==> src/rtl/dmem_arbiter.sv <==
// dmem_arbiter: two-requester arbiter for the single-port data RAM.
// The CPU memory-access stage has priority. The host/debug port gets a
// one-cycle acknowledge after each grant.
// Optional feature macro: DMEM_ARB_STARVE_EN. When it is defined, a
// starvation counter forces a host grant after STARVE_MAX lost cycles.
module dmem_arbiter #(
    parameter int unsigned ADR_W      = 12,
    parameter int unsigned STARVE_MAX = 8
) (
    input  logic             clk,
    input  logic             rst_n,
    // CPU memory-access stage
    input  logic             cpu_req,
    input  logic [3:0]       cpu_we,
    input  logic [ADR_W-1:0] cpu_adr,
    input  logic [31:0]      cpu_wdata,
    output logic [31:0]      cpu_rdata,
    output logic             cpu_stall,
    // host/debug monitor
    input  logic             host_req,
    input  logic [3:0]       host_we,
    input  logic [ADR_W-1:0] host_adr,
    input  logic [31:0]      host_wdata,
    output logic             host_ack,
    output logic [31:0]      host_rdata,
    // data RAM macro
    output logic [ADR_W-1:0] ram_adr,
    output logic [3:0]       ram_we,
    output logic [31:0]      ram_wdata,
    input  logic [31:0]      ram_rdata
);

    typedef enum logic {
        H_IDLE = 1'b0,
        H_ACK  = 1'b1
    } hstate_t;

    // Reject an out-of-range starvation limit at elaboration time
    if (STARVE_MAX < 1 || STARVE_MAX > 15) begin : g_bad_starve_max
        $error("dmem_arbiter: STARVE_MAX must be in 1..15");
    end

    hstate_t          hstate;
    logic             host_grant;
    logic             cpu_grant;
    logic             host_eligible;
    logic [ADR_W-1:0] adr_q;
    logic [31:0]      wdata_q;

    assign host_eligible = host_req && (hstate == H_IDLE);

`ifdef DMEM_ARB_STARVE_EN
    localparam logic [3:0] STARVE_LIM = 4'(STARVE_MAX);

    logic [3:0] starve_cnt;
    logic       starve_hit;

    assign starve_hit = (starve_cnt == STARVE_LIM);

    // Host wins when the CPU is idle or the host has starved long enough
    always_comb begin
        host_grant = rst_n && host_eligible && (!cpu_req || starve_hit);
        cpu_grant  = rst_n && cpu_req && !host_grant;
        cpu_stall  = rst_n && cpu_req && !cpu_grant;
    end

    // Count consecutive cycles an eligible host loses to the CPU; saturating
    always_ff @(posedge clk) begin
        if (!rst_n) begin
            starve_cnt <= 4'd0;
        end else if (host_grant || !host_req) begin
            starve_cnt <= 4'd0;
        end else if (host_eligible && cpu_grant && !starve_hit) begin
            starve_cnt <= starve_cnt + 4'd1;
        end
    end
`else
    // Strict CPU priority: the host only gets cycles the CPU leaves free
    always_comb begin
        host_grant = rst_n && host_eligible && !cpu_req;
        cpu_grant  = rst_n && cpu_req && !host_grant;
        cpu_stall  = 1'b0;
    end
`endif

    // RAM pin mux; with no grant the address/data hold and writes are off
    always_comb begin
        ram_adr   = adr_q;
        ram_wdata = wdata_q;
        ram_we    = 4'd0;
        if (host_grant) begin
            ram_adr   = host_adr;
            ram_wdata = host_wdata;
            ram_we    = host_we;
        end else if (cpu_grant) begin
            ram_adr   = cpu_adr;
            ram_wdata = cpu_wdata;
            ram_we    = cpu_we;
        end
    end

    // Remember the last driven address/data for cycles without a grant
    always_ff @(posedge clk) begin
        if (!rst_n) begin
            adr_q   <= '0;
            wdata_q <= 32'd0;
        end else begin
            adr_q   <= ram_adr;
            wdata_q <= ram_wdata;
        end
    end

    // Host handshake FSM: a grant is always followed by one acknowledge cycle
    always_ff @(posedge clk) begin
        if (!rst_n) begin
            hstate   <= H_IDLE;
            host_ack <= 1'b0;
        end else begin
            case (hstate)
                H_IDLE: begin
                    if (host_grant) begin
                        hstate   <= H_ACK;
                        host_ack <= 1'b1;
                    end else begin
                        hstate   <= H_IDLE;
                        host_ack <= 1'b0;
                    end
                end
                H_ACK: begin
                    hstate   <= H_IDLE;
                    host_ack <= 1'b0;
                end
                default: begin
                    hstate   <= H_IDLE;
                    host_ack <= 1'b0;
                end
            endcase
        end
    end

    // Read data: the RAM output is shared; the host copy is qualified by the ack
    always_comb begin
        cpu_rdata  = ram_rdata;
        host_rdata = host_ack ? ram_rdata : 32'd0;
    end

endmodule

==> config.mk <==
export PLATFORM = sky130hd
export DESIGN_NAME = dmem_arbiter
export DESIGN_NICKNAME = d
export VERILOG_FILES = /design/src/rtl/dmem_arbiter.sv
export SDC_FILE = /design/constraint.sdc
export NUM_CORES = 1
export LEC_CHECK = 0
export ABC_AREA = 0
export BUFFER_PORTS_ARGS = -buffer_cell sky130_fd_sc_hd__buf_2
export CAP_MARGIN = 20
export CELL_PAD_IN_SITES_DETAIL_PLACEMENT = 0
export CELL_PAD_IN_SITES_GLOBAL_PLACEMENT = 1
export CORE_UTILIZATION = 27
export DETAILED_ROUTE_END_ITERATION = 10
export GPL_ROUTABILITY_DRIVEN = 0
export PLACE_DENSITY = 0.86
export SETUP_SLACK_MARGIN = 0.02
export SKIP_LAST_GASP = 1
export SLEW_MARGIN = 25
export SYNTH_ARGS = -nofsm -noshare
export SYNTH_HDL_FRONTEND = slang
export SYNTH_SLANG_ARGS = --single-unit
==> constraint.sdc <==
create_clock -name clk -period 1.59 [get_ports clk]
set_clock_uncertainty 0.15 [all_clocks]
set_input_delay 0.318 -clock clk [delete_from_list [all_inputs] [get_ports clk]]
set_output_delay 0.318 -clock clk [all_outputs]
set_load 0.1 [all_outputs]
Word level (Yosys, flattened, before mapping)
Cells that the tools add are included.
{"block": "classes", "bitwise_logic": 1, "n_mux": 9, "n_reduce_logical": 7}
{"operator": "32-bit 2-to-1 mux", "n": 3}
{"operator": "12-bit 2-to-1 mux", "n": 2}
{"operator": "4-bit 2-to-1 mux", "n": 2}
{"operator": "1-bit logical AND", "n": 5}
{"operator": "1-bit logical NOT", "n": 2}
{"operator": "1-bit one-hot mux with 2 select lines", "n": 1}
{"operator": "1-bit 2-to-1 mux", "n": 1}
{"operator": "1-bit inverter", "n": 1}
{"block": "word_totals", "output_inout_bits": 114, "input_bits": 132, "word_cells": 20, "regBits": 45}

Longest topological paths before layout
{"block": "depth", "word_depth": 8, "depth_mapped": 7}

Worst setup path after synthesis
No wires, ideal clock.
{"block": "synth_timing", "path_kind": "register -> output", "start": "register hstate", "end": "output ram_adr[0]", "path_slack_ns": -2.030, "stages_incl_launch_ff": 6, "arrival_ns": 3.152, "required_time_ns": 1.122, "path_cell_list": "dfxtp_1 > nand4bb_1 > buf_4 > buf_2 > nor2_1 > a31oi_1"}
{"block": "synth_via", "elab_chain_cells": 8}
{"item": "from (decl)", "line": "43", "text": "hstate_t hstate;"}
{"item": "from (signal assigned)", "line": "116", "text": "hstate <= H_IDLE;"}
{"item": "from (signal assigned)", "line": "122", "text": "hstate <= H_ACK;"}
{"item": "from (signal assigned)", "line": "125", "text": "hstate <= H_IDLE;"}
{"item": "1-bit inverter (*)"}
{"item": "1-bit logical AND (*)", "line": "50", "text": "assign host_eligible = host_req && (hstate == H_IDLE);"}
{"item": "1-bit logical AND (*) (2 in a row)", "line": "80", "text": "host_grant = rst_n && host_eligible && !cpu_req;"}
{"item": "1-bit logical NOT", "line": "81", "text": "cpu_grant = rst_n && cpu_req && !host_grant;"}
{"item": "1-bit logical AND", "line": "81"}
{"item": "12-bit 2-to-1 mux", "line": "95", "text": "end else if (cpu_grant) begin"}
{"item": "12-bit 2-to-1 mux (*)", "line": "91", "text": "if (host_grant) begin"}
{"item": "to (decl)", "line": "27", "text": "output logic [ADR_W-1:0] ram_adr,"}
Every way passes the cells marked *; elsewhere a longest branch is shown, timed or not.

Worst setup path in the final report
{"block": "layout_timing", "start": "register hstate", "end": "output ram_we[2]"}
{"block": "layout_via", "elab_chain_cells": 8}
{"item": "1-bit inverter (*)"}
{"item": "1-bit logical AND (*)", "line": "50"}
{"item": "1-bit logical AND (*) (2 in a row)", "line": "80"}
{"item": "1-bit logical NOT", "line": "81"}
{"item": "1-bit logical AND", "line": "81"}
{"item": "4-bit 2-to-1 mux", "line": "95"}
{"item": "4-bit 2-to-1 mux (*)", "line": "91"}
{"item": "to (decl)", "line": "28", "text": "output logic [3:0] ram_we,"}
Marks and branches as above.

==> metrics.md <==
| Metric | Value |
|---|---|
| Status | `complete, but fails checks` |
| Failing checks | `setup timing` |
| Unrepaired setup endpoints after global routing | `true` |
| Worst setup EP type | `output port` |
| Vias | `4,344` |
| Critical path peak fanout | `10` |
| Avg Vias per Cell | `5.07` |
| Area share of and/or/nand/nor cells after synthesis | `0.267` |
| Die width | `113 um` |
| Clock power share | `0.191` |
| Seq pwr share | `0.208` |
| ANT nets after route | `0` |
| Final hold violation count | `0` |
| Setup CP Type | `register to output port` |
| Layout Nets | `837` |
| Main combinational cell family by area after synthesis | `simple AND/OR/NAND/NOR gates` |
| Post-synthesis net count | `596` |
| Maximum clock rate | `473 MHz` |
| Die area | `12,700 sq um` |
| Worst-Skew Late Latency | `280 ps` |
| Crit share post-route | `1.33` |
| Hold Crit Class | `primary input to register` |
| # rows | `40` |
| Req. time, crit path | `1120 ps` |
| Area after DPL | `7120 sq um` |
| Final Max Slew Viols | `0` |
| Peak VDD IR | `475 uV` |
| Layout cell share with drive strength beyond 1 | `0.686` |
| WHS | `141 ps` |
| Post-synthesis adder-cell area fraction | `0` |
| Met3 Use GR | `0.0562` |
| Yosys reg bits | `45` |
| Power density cells | `757 nW/um^2` |
| Sink Count | `45` |
| Yosys Warn Count | `0` |
| Final min period | `2110 ps` |
| Critical path launch point type | `register` |
| Core box area | `12,000 sq um` |
| Pleak | `3.38 nW` |
| Synth Area per Inst | `7.11 sq um` |
| Post-route cell area | `7990 sq um` |
| Post-synthesis mux area share | `0.150` |
| Clock tree buffer depth | `2` |
| Distinct cells, synth | `18` |
| Syn-to-layout area delta | `142%` |
| Setup TNS | `-32,310 ps` |
| Comb pwr share | `0.601` |
| Initial Utilization | `0.276` |
| Starting DRT DRC Count | `131` |
| GR Util met2 | `0.479` |
| Number of max-cap violations | `0` |
| Routed wire per std cell | `18.6 um` |
| Die Y | `113 um` |
| Initial antenna violation count | `3` |
| Filler cells | `894` |
| Switch Pwr | `2.72 mW` |
| Post-synthesis xor/xnor area fraction | `0` |
| Total internal power | `3.32 mW` |
| Final setup vio count | `99` |
| Routed Wire Length | `15,900 um` |
| CTS root buf | `clkbuf_16` |
| Total gr overflow | `0` |
| Hold_buf cts | `0` |
| Number of global-route vias before repair | `4,526` |
| First-pass GRT wire length | `24,600 um` |
| WP data arrival | `1650 ps` |
| Io pins | `246` |
| Top Usage Layer GRT | `met2` |
| Iteration count of the initial detailed-routing pass | `4` |
| Seq/Total Area, Yosys | `0.273` |
| PnR worst setup slack | `-524 ps` |
| Clock Pin Slew Worst Setup and Hold Paths | `70 ps` |
| Sw Ratio | `0.450` |
| Cell area after synthesis | `3300 sq um` |
| Overall Global Routing Usage | `0.247` |
| Num CTS Buffers | `5` |
| DRC violations left | `0` |
| PortBufs | `244` |
| Tot Pwr | `6.04 mW` |
| Detail Placement HPWL | `11,400 um` |
| CTS H-tree depth | `2` |
| Synth Instances | `464` |
| Largest net degree at the start of global routing | `33` |
| CTS tree | `yes` |
| Synth Area in Compound Gates | `0.161` |
| Met1 GRT Util | `0.246` |
-- per-stage QoR --
stage                     worst slack (ps)  std cells   util
after floorplan                       -597        464      -
after global placement                -362        830  0.595
after detailed placement              -453        830  0.595
after CTS                             -537        850  0.655
after global routing                  -563        855  0.668
final                                 -524        856  0.668
-- flip-flops by register name, summed over array words and instances (netlist names) --
register and cells:
adr_q 12, hstate 1, wdata_q 32
-- cells by family (layout without fill, tap and decap cells) --
family / after synthesis / after routing
buffers and inverters: 71 / 313
DFF: 45 / 45
muxes: 44 / 44
AOI/OAI and AO/OA: 92 / 92
and+or+nand+nor: 211 / 211
other: 1 / 4
-- worst paths after layout --
check / start / endpoint / cells after the start / slack (ps)
setup / recovery: hstate$_SDFF_PP0_ / ram_we[2] / 6 / -520
hold / removal: host_adr[3] / adr_q[3]$_SDFF_PN0_ / 3 / 140
setup reg to reg: hstate$_SDFF_PP0_ / wdata_q[4]$_SDFF_PN0_ / 7 / -100
hold reg to reg: wdata_q[18]$_SDFF_PN0_ / wdata_q[18]$_SDFF_PN0_ / 3 / 470
-- critical path, stage by stage (launching register included) --
cell and delay, ps:
dfxtp_4 350, nand4bb_4 150, buf_12 210, buf_16 180
inv_12 50, a22o_4 260, buf_12 160
-- routing by layer --
metal	vias to the layer above	part of all wire
met3	44	0.055
met5	-	0
li1	2011	-
met4	0	0.040
met1	2109	0.35
met2	180	0.55
-- layout make-up --
type                    instances  area [sq um]  share of cell area
diodes                          3          7.51            0.000940
inverters                       1          16.3             0.00204
well taps                     147           184              0.0230
flip-flops and latches         45           905               0.113
repair buffers                304          3740               0.469
clock buffers                   8           168              0.0210
multi-input cells             348          2960               0.371
-- synthesized netlist by cell type (all sizes together) --
master   instances  share of area
and2            33          0.063
o21ai           44          0.067
inv              1         0.0019
dfxtp           45           0.27
nor2            88           0.10
mux2            44           0.15
a22o             4          0.011
buf             59           0.13
clkbuf          11          0.014
a31oi           44          0.083
conb             1         0.0011
nand4bb          1         0.0034
nand2           89           0.10
-- cell usage in the layout (no fill, tap or decap), drive strengths merged --
| cell type | instances |
|---|---|
| a22o | 4 |
| a31oi | 44 |
| and2 | 33 |
| buf | 300 |
| bufbuf | 1 |
| clkbuf | 11 |
| conb | 1 |
| dfxtp | 45 |
| diode | 3 |
| inv | 1 |
| mux2 | 44 |
| nand2 | 89 |
| nand4bb | 1 |
| nor2 | 88 |
| o21ai | 44 |
-- repair_timing --
| action | CTS | global route |
|---|---|---|
| buffers inserted | 4 | 1 |
| pin swaps | 14 | 4 |
| cloned | 8 | 3 |
| gates resized for setup | 88 | 22 |
| setup endpoints to repair | 125 | 125 |
-- power groups by stage --
stage / clock network, mW / logic (mW) / registers, mW
final: 1.16 / 3.63 / 1.26
after global routing: 1.23 / 3.74 / 1.27
after CTS: 1.20 / 3.60 / 1.26
after detailed placement: 0 / 3.46 / 1.28
after global placement: 0 / 3.41 / 1.28
after floorplan: 0 / 2.27 / 1.28
Note: power is estimated with default switching activity, not from simulation.
